[src/rtl/ram_burst_master.sv]
// Burst initiator for the single-port synchronous RAM: one command at a time,
// write beats from a valid/ready stream, read beats back on a valid-only stream.
module ram_burst_master #(
  parameter int addr_size = 10,
  parameter int data_size = 8
) (
  input  logic                 clk,
  input  logic                 rst_n,
  input  logic                 cmd_valid,
  output logic                 cmd_ready,
  input  logic                 cmd_rw,
  input  logic [addr_size-1:0] cmd_addr,
  input  logic [addr_size-1:0] cmd_len,
  input  logic                 wr_valid,
  output logic                 wr_ready,
  input  logic [data_size-1:0] wr_data,
  output logic                 rd_valid,
  output logic [data_size-1:0] rd_data,
  output logic                 busy,
  output logic                 done,
  output logic                 ram_cs,
  output logic                 ram_rw,
  output logic [addr_size-1:0] ram_addr,
  output logic [data_size-1:0] ram_din,
  input  logic [data_size-1:0] ram_dout
);

  typedef enum logic [2:0] {IDLE, WRITE, READ, DRAIN, DONE} state_t;

  localparam logic [addr_size-1:0] ONE = addr_size'(1);

  state_t               r_state, w_next;
  logic [addr_size-1:0] r_cur, r_rem;
  logic                 r_ram_cs, r_ram_rw;
  logic [addr_size-1:0] r_ram_addr;
  logic [data_size-1:0] r_ram_din, r_rd_data;
  // [0]: read on the RAM pins, [1]: data on ram_dout, [2]: data on rd_data
  logic [2:0]           r_vld_pipe;
  logic                 w_wr_hs, w_rd_issue;

  assign cmd_ready  = (r_state == IDLE);
  assign busy       = (r_state != IDLE);
  assign done       = (r_state == DONE);
  assign wr_ready   = (r_state == WRITE) && (r_rem != '0);
  assign w_wr_hs    = wr_valid && wr_ready;
  assign w_rd_issue = (r_state == READ) && (r_rem != '0);

  assign rd_valid = r_vld_pipe[2];
  assign rd_data  = r_rd_data;
  assign ram_cs   = r_ram_cs;
  assign ram_rw   = r_ram_rw;
  assign ram_addr = r_ram_addr;
  assign ram_din  = r_ram_din;

  always_comb begin
    w_next = r_state;
    case (r_state)
      IDLE: begin
        if (cmd_valid) begin
          if (cmd_len == '0) w_next = DONE;
          else if (cmd_rw)   w_next = WRITE;
          else               w_next = READ;
        end
      end
      WRITE:   if (w_wr_hs && r_rem == ONE)    w_next = DRAIN;
      READ:    if (w_rd_issue && r_rem == ONE) w_next = DRAIN;
      // reads still in flight keep us here; writes finish after one cycle
      DRAIN:   if (r_vld_pipe[1:0] == 2'b00)   w_next = DONE;
      DONE:    w_next = IDLE;
      default: w_next = IDLE;
    endcase
  end

  always_ff @(posedge clk or negedge rst_n) begin
    if (!rst_n) r_state <= IDLE;
    else        r_state <= w_next;
  end

  always_ff @(posedge clk or negedge rst_n) begin
    if (!rst_n) begin
      r_cur      <= '0;
      r_rem      <= '0;
      r_ram_cs   <= 1'b0;
      r_ram_rw   <= 1'b0;
      r_ram_addr <= '0;
      r_ram_din  <= '0;
      r_rd_data  <= '0;
      r_vld_pipe <= '0;
    end else begin
      r_ram_cs   <= 1'b0;
      r_vld_pipe <= {r_vld_pipe[1:0], w_rd_issue};
      if (r_state == IDLE && cmd_valid) begin
        r_cur <= cmd_addr;
        r_rem <= cmd_len;
      end
      if (w_wr_hs) begin
        r_ram_cs   <= 1'b1;
        r_ram_rw   <= 1'b1;
        r_ram_addr <= r_cur;
        r_ram_din  <= wr_data;
        r_cur      <= r_cur + ONE;
        r_rem      <= r_rem - ONE;
      end
      if (w_rd_issue) begin
        r_ram_cs   <= 1'b1;
        r_ram_rw   <= 1'b0;
        r_ram_addr <= r_cur;
        r_cur      <= r_cur + ONE;
        r_rem      <= r_rem - ONE;
      end
      if (r_vld_pipe[1]) r_rd_data <= ram_dout;
    end
  end

endmodule

[config.mk]
export PLATFORM = sky130hd
export DESIGN_NAME = ram_burst_master
export DESIGN_NICKNAME = d
export VERILOG_FILES = /design/src/rtl/ram_burst_master.sv
export SDC_FILE = /design/constraint.sdc
export NUM_CORES = 1
export LEC_CHECK = 0
export CAP_MARGIN = 20
export CORE_MARGIN = 1.5
export CORE_UTILIZATION = 40
export DETAILED_ROUTE_END_ITERATION = 7
export DONT_BUFFER_PORTS = 1
export GPL_ROUTABILITY_DRIVEN = 0
export GPL_TIMING_DRIVEN = 0
export SLEW_MARGIN = 20
export SYNTH_ARGS = -nofsm -noshare
export SYNTH_HDL_FRONTEND = slang
export SYNTH_SLANG_ARGS = --single-unit
[constraint.sdc]
create_clock -name clk -period 1.9 [get_ports clk]
set_input_delay 0.095 -clock clk [delete_from_list [all_inputs] [get_ports clk]]
set_output_delay 0.095 -clock clk [all_outputs]
set_load 0.02 [all_outputs]
==> results.ini, run 1 <==
[outcome]
status = finished, final reports clean

[setup_path]
worstPathRequired_ns = 2.09
cpMaxStageDelayCell = or4_1
arrival_ns = 2.01
cpPeakStageDelay_ns = 0.53
worst_setup_path_start_kind = flip-flop
criticalPathCategory = reg2reg
crit_fanout = 10
critPathCaptureType = flip-flop
r2r-start = r_state[1]
crit_chain = buf_6 -> nand3b_4 -> a21o_1 -> or4_1 -> nand3_1 -> o211ai_1
critical_path.startpoint = r_state[1]

[finish]
fill_cells = 559
most-common-layout-cells = 53 x dfrtp_1, 41 x nand2_1, 36 x dlygate4sd3_1
drive_above_1_share_pct = 22.37
multi_input_area_mm2 = 0.001215
register_area_mm2 = 0.001353
nets = 339
layout_commonest_cell = dfrtp_1
fin_cells = 372
design_area_mm2 = 0.003298
diodes = 0
syn_to_final_growth_pct = 27.71

[cts]
clk_latency_ns = 0.30
cts-root-buf = clkbuf_8
cts.sinks = 54
cts_tree = yes
htreeDepth = 2
clkTransAtPathRegs_ns = 0.10
cts_buffers = 5
clockBufferDepth = 2

[timing]
slew_violations = 0
hold_viol = 0
setup_viol = 0
max_freq_ghz = 0.5500
tightest_slew_ns = 0.5013
min_period_ns = 1.818
max-slew-margin-rel_pct = 66.58
hold_slack_ns = 0.01385
setup-tns-final_ns = 0
rsz0062_at_grt = no
finalCritPeriodShare_pct = 95.69
finClkSkew_ns = 0.003891

[logic_synthesis]
synth_cell_types = 47
mappedNetlistArea_mm2 = 0.002582
avgSynthCellArea_um2 = 10.50
ys.flop_type = dfrtp_1
synth-edff-count = 0
syn-num-nets = 291
seq_area_frac_synth_pct = 52.33
ys_warn_count = 0
syn_inst = 246
ys_ff_latch = 54
async_reset_ff_share_pct = 100.0

[power_and_ir_drop]
p_per_area_mw_per_mm2 = 1714
vdd_drop_max_mv = 0.8817
p_leak_nw = 1.392

[grt]
overflow = 0
grt_pass1_vias = 2057
track_usage_pct = 18.12
grt_pass1_wl_um = 9991
antenna_found_initial = 0
grt_max_degree = 55

[floorplan]
rows = 29
die_h_um = 83.35
fp.dieW_um = 83.35
io_pins = 74
die_area_mm2 = 0.006947
core-area_mm2 = 0.006277
initial_core_util_pct = 41.14

[place]
hpwlAfterDp_um = 3967
port_buffers = 0
place_inst = 323
place_area_mm2 = 0.002679

[route]
ant_nets = 0
via_count = 2078
dr.pass1.iters = 4
drcViolationCount = 0
routed_wl_um = 6149
dr.first_iter.drc_count = 115
routedWlPerCell_um = 16.53
viasPerCell = 5.586

[hold_path]
hold_path_class = in2reg
min_from = cmd_addr[4]

[run]
max_cap_violations = 0

## flip-flops by register name, indices dropped and copies added, names as in the netlist
name / cells
ram_din: 8
r_state: 3
ram_rw: 1
rd_data: 8
ram_cs: 1
ram_addr: 10
r_cur: 10
r_rem: 10
r_vld_pipe: 3
## synth_stat cells (all sizes together) (4+ instances only)
library cell,n,area (µm²)
nand2,43,163.9
nand3,18,95.09
nor3,8,61.31
buf,9,47.55
o21ai,9,45.04
o221a,4,45.04
dfrtp,54,1351
mux2,16,180.2
o211ai,9,67.56
or4,5,41.29
nor2,7,26.28
o311ai,4,35.04
ha,4,50.05
and3,4,25.02
a21oi,10,61.31
inv,8,30.03
## cell families (layout without fill, tap and decap cells)
| kind of cell | count (synthesis) | after routing | synth area share (%) |
|---|---|---|---|
| adders and majority gates | 4 | 4 | 1.938 |
| AOI/OAI and AO/OA | 49 | 49 | 13.86 |
| buffers and inverters | 19 | 68 | 3.295 |
| muxes | 16 | 16 | 6.977 |
| and+or+nand+nor | 104 | 104 | 21.61 |
| DFF | 54 | 54 | 52.33 |
## layout make-up
class                   instances  area share (%)
multi-input cells             173           36.84
inverters                       8          0.9105
well taps                      77           2.921
flip-flops and latches         54           41.01
repair buffers                 43           13.51
clock buffers                   6           2.504
plain buffers                   9           1.935
clock inverters                 2          0.3794
## metrics by stage
step,power (mW),setup WS [ns],util [%]
global placement,4.566,-0.2461,42.67
global route,6.065,0.001060,52.54
detailed placement,4.615,-0.2550,42.67
CTS,5.545,0.004584,51.74
floorplan,4.119,0.01982,-
finish,5.653,0.08186,52.54
## final timing paths
| check | to | slack, ns | depth (start not counted) |
|---|---|---|---|
| worst max-delay path | r_cur[8] | 0.08 | 6 |
| worst min-delay path | r_cur[4] | 0.01 | 2 |
| worst max register to register | r_cur[8] | 0.08 | 6 |
| worst min register to register | r_vld_pipe[2] | 0.38 | 0 |
| max in group asynchronous | r_rem[3] | 1.35 | 2 |
| min in group asynchronous | r_vld_pipe[0] | 0.32 | 2 |
## what timing repair did
item / CTS / global route
endpoints found under the setup margin: 39 / 38
cloned: 0 / 0
pin swaps: 4 / 6
gates resized for setup: 16 / 13
hold buffers: 37 / 0
hold endpoints to repair: 89 / 0
buffers inserted: 3 / 3
## power by group
group          leakage, nW  switching (mW)  total, mW  internal, mW
Combinational        0.686            1.32       2.43          1.12
Clock               0.0472           0.378      0.672         0.294
Sequential           0.658           0.839       2.55          1.71
Total                 1.39            2.53       5.65          3.12
## worst max-delay path: cells and delay by family (launching register included)
family | cells | cell delay (ns)
buf+inv | 1 | 0.15
compound gates | 2 | 0.33
flops | 1 | 0.41
simple gates | 3 | 0.82
## routing by layer
layer / track usage [%] / vias to the layer above / part of all wire (%)
met1: 23.10 / 1011 / 44
met3: 4.175 / 2 / 6.0
met2: 30.89 / 74 / 50
li1: - / 991 / -
met5: 0 / - / 0
met4: 5.152 / 0 / 0.47
Note: power is estimated with default switching activity, not from simulation.
==> run 2: changes to the inputs <==
==> constraint.sdc (replaced) <==
create_clock -name clk -period 1.9 [get_ports clk]
set_input_delay 0.19 -clock clk [delete_from_list [all_inputs] [get_ports clk]]
set_output_delay 0.19 -clock clk [all_outputs]
set_load 0.02 [all_outputs]
==> results.ini, run 2 (synthesized netlist as in run 1, its figures left out) <==
[finish]
layout_commonest_cell = dfrtp_1
drive_above_1_share_pct = 27.88  ; +5.5 points
design_area_mm2 = 0.003054  ; -7.4%
postLayoutCoreUtil_pct = 48.65  ; -3.9 points
nets = 313  ; -7.7%
fill_cells = 562  ; +0.54%
syn_to_final_growth_pct = 18.27
diodes = 0  ; unchanged
most-common-layout-cells = 53 x dfrtp_1, 41 x nand2_1, 16 x buf_4, 16 x nand3_1, 16 x mux2_2

[power_and_ir_drop]
p_per_area_mw_per_mm2 = 1873  ; +9.3%
p_leak_nw = 1.297  ; -6.8%
vdd_drop_max_mv = 0.8485  ; -3.8%
pwr-share-clk_pct = 11.7  ; -0.2 points
power.share.combinational_pct = 43.9  ; +0.8 points
total_power_mw = 5.720  ; +1.2%
switching_share_pct = 44.42  ; -0.38 points
p_int_mw = 3.179  ; +1.9%
p_sw_mw = 2.541  ; +0.33%
seqPwrFrac_pct = 44.4  ; -0.6 points

[floorplan]
rows = 29  ; unchanged
core-area_mm2 = 0.006277  ; unchanged
initial_core_util_pct = 41.14  ; unchanged
die_h_um = 83.35  ; unchanged
die_area_mm2 = 0.006947  ; unchanged
io_pins = 74  ; unchanged
fp.dieW_um = 83.35  ; unchanged

[setup_path]
worst_setup_path_start_kind = flip-flop
arrival_ns = 2.02  ; about the same
criticalPathCategory = reg2reg
worstPathRequired_ns = 2.09  ; about the same
critPathCaptureType = flip-flop
crit_fanout = 10  ; unchanged

[timing]
hold_viol = 0  ; unchanged
finClkSkew_ns = 0.002895  ; -0.0009962 ns
max-slew-margin-rel_pct = 66.44  ; -0.13 points
setup-tns-final_ns = 0  ; unchanged
slew_violations = 0  ; unchanged
setup_viol = 0  ; unchanged
max_freq_ghz = 0.5451  ; -0.89%
tightest_slew_ns = 0.5033  ; +0.001991 ns
min_period_ns = 1.835  ; +0.01636 ns
finalCritPeriodShare_pct = 96.55  ; +0.86 points

[run]
max_cap_violations = 0  ; unchanged

[grt]
grt_pass1_vias = 1896  ; -7.8%
track_usage_pct = 17.09  ; -1.0 points
grt_pass1_wl_um = 9363  ; -6.3%
grt_max_degree = 55  ; unchanged
overflow = 0  ; unchanged
antenna_found_initial = 0  ; unchanged

[route]
viasPerCell = 5.679  ; +1.7%
ant_nets = 0  ; unchanged
drcViolationCount = 0  ; unchanged
via_count = 1965  ; -5.4%
dr.pass1.iters = 4  ; unchanged
dr.first_iter.drc_count = 129  ; +12%
routed_wl_um = 5792  ; -5.8%
routedWlPerCell_um = 16.74  ; +1.3%

[cts]
clockBufferDepth = 2  ; unchanged
cts_tree = yes
cts_buffers = 5  ; unchanged
clk_latency_ns = 0.30  ; about the same
clkTransAtPathRegs_ns = 0.10  ; about the same
htreeDepth = 2  ; unchanged
cts-root-buf = clkbuf_8
cts.sinks = 54  ; unchanged

[place]
hpwlAfterDp_um = 3967  ; unchanged
place_area_mm2 = 0.002679  ; unchanged
port_buffers = 0  ; unchanged

[outcome]
status = finished, final reports clean

[hold_path]
hold_path_class = in2reg

## run 2: cell count changes in the layout (fill, tap and decap cells not counted)
cell,before,now
buf_4,8,16
buf_16,1,2
nand3_4,0,1
ha_1,4,3
nand3_2,2,1
buf_6,2,1
dlygate4sd3_1,36,2
ha_4,0,1
## run 2: power by group through the flow
| stage | clock, mW | combinational, mW | sequential (mW) |
|---|---|---|---|
| 2_1_floorplan | 0 | 1.70 | 2.42 |
| 6_report | 0.669 | 2.51 | 2.54 |
| 3_5_place_dp | 0 | 2.08 | 2.53 |
| 4_1_cts | 0.693 | 2.39 | 2.53 |
| 5_1_grt | 0.742 | 2.79 | 2.61 |
| 3_3_place_gp | 0 | 2.05 | 2.52 |
## run 2: timing repair
action | in CTS | in global routing
cloned | 1 | 0
pin swaps | 4 | 5
hold buffers | 3 | 0
endpoints found under the setup margin | 39 | 29
setup buffers | 5 | 9
endpoints found under the hold margin | 55 | 0
resized for setup | 22 | 9
## run 2: path summary, 6_finish.rpt
path / start / end / slack, ns / depth (start not counted)
max: r_state[1] / r_cur[8] / 0.07 / 6
max reg2reg: r_state[1] / r_cur[8] / 0.07 / 6
min reg2reg: r_vld_pipe[1] / r_vld_pipe[2] / 0.38 / 0
min in group asynchronous: rst_n / ram_din[1] / 0.41 / 2
min: cmd_len[7] / r_rem[7] / 0.01 / 2
max in group asynchronous: rst_n / r_rem[3] / 1.25 / 2
## run 2: final cells by class
type | instances | area (µm²) | area share [%]
multi-input combinational | 173 | 1235 | 40.43
clock buffer | 6 | 82.58 | 2.704
clock inverter | 2 | 12.51 | 0.4097
buffer | 9 | 60.06 | 1.966
tap | 77 | 96.34 | 3.154
sequential | 54 | 1353 | 44.29
timing repair buffer | 17 | 185.2 | 6.063
inverter | 8 | 30.03 | 0.9832
## run 2: stage by stage
stage | setup slack, ns | hold slack [ns] | instances
5_1_grt | -0.01293 | 0.005265 | 346
2_1_floorplan | 0.01982 | -0.1056 | 246
3_3_place_gp | -0.2461 | -0.1046 | 323
3_5_place_dp | -0.2550 | -0.1047 | 323
6_report | 0.06550 | 0.01320 | 346
4_1_cts | 0.004584 | 0.002669 | 339
## run 2: critical path, cell delays in order, from the launching register on
cell,delay [ns]
dfrtp_1,0.42
buf_6,0.15
nand3b_4,0.19
a21o_1,0.24
or4_1,0.53
nand3_1,0.10
o211ai_1,0.09
## run 2: per-layer routing
layer | vias to the layer above | routed length [µm] | global-route usage, %
met5 | - | 0 | 0
li1 | 937 | - | -
met2 | 69 | 2855 | 27.27
met3 | 4 | 371 | 3.976
met1 | 955 | 2524 | 23.23
met4 | 0 | 41 | 5.152
==> run 3: changes to the inputs <==
ABC_AREA = 1   (was unset)
HOLD_SLACK_MARGIN = 0.02   (was unset)
==> results.ini, run 3 <==
[outcome]
status = finished, final reports clean

[timing]
hold_slack_ns = 0.09743  ; +0.08422 ns
hold_viol = 0  ; unchanged
tightest_slew_ns = 0.6607  ; +0.1574 ns
max_freq_ghz = 0.5593  ; +2.6%
finalWorstSetupSlack_ns = 0.1121  ; +0.04661 ns
setup_viol = 0  ; unchanged
rsz0062_at_grt = no
finalCritPeriodShare_pct = 94.10  ; -2.5 points
max-slew-margin-rel_pct = 55.61  ; -11 points
min_period_ns = 1.788  ; -0.04661 ns
setup-tns-final_ns = 0  ; unchanged
finClkSkew_ns = 0.01054  ; +0.007648 ns
slew_violations = 0  ; unchanged

[power_and_ir_drop]
p_sw_mw = 2.993  ; +18%
pwr-share-clk_pct = 11.5  ; -0.2 points
vdd_drop_max_mv = 0.6600  ; -22%
seqPwrFrac_pct = 43.1  ; -1.3 points
power.share.combinational_pct = 45.5  ; +1.6 points
p_int_mw = 3.106  ; -2.3%
p_per_area_mw_per_mm2 = 1776  ; -5.2%
switching_share_pct = 49.07  ; +4.6 points
p_leak_nw = 1.681  ; +30%

[route]
viasPerCell = 5.049  ; -11%
routedWlPerCell_um = 14.27  ; -15%
dr.first_iter.drc_count = 141  ; +9.3%
via_count = 2464  ; +25%
ant_nets = 0  ; unchanged
routed_wl_um = 6963  ; +20%
dr.pass1.iters = 4  ; unchanged
drcViolationCount = 0  ; unchanged

[grt]
grt_pass1_wl_um = 11110  ; +19%
grt_pass1_vias = 2408  ; +27%
grt_max_degree = 55  ; unchanged
track_usage_pct = 18.74  ; +1.6 points
antenna_found_initial = 0  ; unchanged
overflow = 0  ; unchanged

[floorplan]
initial_core_util_pct = 41.64  ; +0.50 points
fp.dieW_um = 87.56  ; +5.1%
die_area_mm2 = 0.007667  ; +10%
rows = 30  ; +3.4%
io_pins = 74  ; unchanged
die_h_um = 87.56  ; +5.1%
core-area_mm2 = 0.006869  ; +9.4%

[logic_synthesis]
avgSynthCellArea_um2 = 8.126  ; -23%
ys_ff_latch = 54  ; unchanged
synth_commonest_cells = 120 x nand2_1, 54 x dfrtp_1, 51 x nand3_1, 22 x nor2_1
yosysTopAreaCell = dfrtp_1
synth_top_area_share_pct = 47.24  ; -5.1 points
synth_most_common_cell = nand2_1
ys_warn_count = 0  ; unchanged
synth-edff-count = 0  ; unchanged
synthTopCellsByArea = dfrtp_1 47%, nand2_1 16%, nand3_1 8.9%, nand4_1 4.4%, mux2_2 3.1%
synth_cell_types = 29  ; -38%
syn-num-nets = 397  ; +36%
seq_area_frac_synth_pct = 47.24  ; -5.1 points
mappedNetlistArea_mm2 = 0.002860  ; +11%
async_reset_ff_share_pct = 100.0  ; unchanged
ys.flop_type = dfrtp_1
syn_inst = 352  ; +43%

[cts]
cts_tree = yes
clk_latency_ns = 0.32  ; +0.02 ns
htreeDepth = 2  ; unchanged
cts_buffers = 5  ; unchanged
cts-root-buf = clkbuf_8
cts.sinks = 54  ; unchanged
clkTransAtPathRegs_ns = 0.11  ; about the same
clockBufferDepth = 2  ; unchanged

[setup_path]
ff2ff_setup_slack_ns = 0.11  ; +0.05 ns
cpPeakStageDelay_ns = 0.42  ; -0.11 ns
rr_endpoint = r_rem[8]
critical_path.startpoint = r_rem[1]
arrival_ns = 2.01  ; about the same
worstPathRequired_ns = 2.12  ; +0.03 ns
crit_chain = inv_1 -> ha_1 -> inv_1 -> nor3_4 -> nand2_2 -> nand3_2 -> buf_6 -> buf_6 -> nand3_1 -> nand2_1 -> nand2_1
worst_setup_path_start_kind = flip-flop
critical_path.endpoint = r_rem[8]
cpMaxStageDelayCell = dfrtp_1
criticalPathCategory = reg2reg
crit_fanout = 10  ; unchanged
reg2regPathDepth = 11  ; +5
critPathCaptureType = flip-flop
r2r-start = r_rem[1]

[finish]
syn_to_final_growth_pct = 20.03
fin_cells = 488  ; +41%
nets = 436  ; +39%
most-common-layout-cells = 119 x nand2_1, 54 x dfrtp_1, 51 x nand3_1
drive_above_1_share_pct = 12.76  ; -15 points
diodes = 0  ; unchanged
layout_commonest_cell = nand2_1

[place]
hpwlAfterDp_um = 4820  ; +22%
place_inst = 448  ; +39%
port_buffers = 0  ; unchanged
dp_slack_ns = 0.02709  ; +0.2821 ns

[run]
max_cap_violations = 0  ; unchanged

[hold_path]
hold_path_class = in2reg

==> run 3: cell types whose count changed in the layout (fill, tap and decap cells not counted), moves of 8 or more <==
cell           change
mux2_2             -8
inv_1             +13
xor2_1             +8
nand4_1           +19
dlygate4sd3_1     +26
buf_4              -9
nand2_1           +78
nand3_1           +35
nor2_1            +15
o211ai_1           -9
==> run 3: through the flow <==
stage          util (%)  cell area, µm²  power (mW)
6_report          49.98            3433       6.098
5_1_grt           49.98            3433       6.639
4_1_cts           49.29            3386       6.051
3_5_place_dp      43.39            2980       5.256
3_3_place_gp      43.39            2980       5.202
2_1_floorplan         -            2860       4.624
==> run 3: final cells by class <==
cell class / count / area (µm²)
buffer: 17 / 122.6
clock buffer: 5 / 68.82
clock inverter: 3 / 28.78
fill: 643 / 3436
inverter: 24 / 93.84
multi-input combinational: 257 / 1318
sequential: 54 / 1351
tap: 96 / 120.1
timing repair buffer: 32 / 330.3
==> run 3: timing repair <==
action / CTS / global route
setup buffers: 0 / 3
resized for setup: 0 / 6
endpoints found under the setup margin: 0 / 40
hold buffers: 29 / 0
hold endpoints to repair: 81 / 0
==> run 3: cells by family after synthesis <==
| family | Yosys count | synth area share [%] |
|---|---|---|
| buf+inv | 41 | 7.436 |
| flops | 54 | 47.24 |
| compound gates | 9 | 1.838 |
| xor+xnor | 12 | 3.675 |
| simple gates | 224 | 34.91 |
| fa+ha+maj | 4 | 1.750 |
| mux | 8 | 3.150 |
==> run 3: layer usage <==
metal  GRT usage (%)  routed length [µm]  vias up
met5               0                   0        -
met4           6.061                  79        0
met3           4.807                 472       10
met2           30.14                3055       90
met1           24.78                3355     1142
li1                -                   -     1222
==> run 3: power groups by stage <==
stage | clock network (mW) | logic [mW] | registers, mW
6_report | 0.699 | 2.77 | 2.63
5_1_grt | 0.771 | 3.16 | 2.71
4_1_cts | 0.731 | 2.71 | 2.61
3_5_place_dp | 0 | 2.62 | 2.64
3_3_place_gp | 0 | 2.58 | 2.62
2_1_floorplan | 0 | 2.15 | 2.48
==> run 3: critical path: cells and delay by family (launching register included) <==
family	cells	cell delay, ns
buf+inv	4	0.52
fa+ha+maj	1	0.17
flops	1	0.42
simple gates	6	0.58
==> run 3: worst min-delay path by stage <==
stage                  to  depth (start not counted)         from  slack, ns
6_report         r_cur[0]                          4  cmd_addr[0]        0.1
5_1_grt          r_cur[0]                          4  cmd_addr[0]       0.11
4_1_cts          r_cur[0]                          4  cmd_addr[0]       0.09
3_5_place_dp   ram_din[7]                          0        rst_n      -0.10
3_3_place_gp   ram_din[5]                          0        rst_n      -0.10
2_1_floorplan    r_cur[0]                          0        rst_n      -0.11
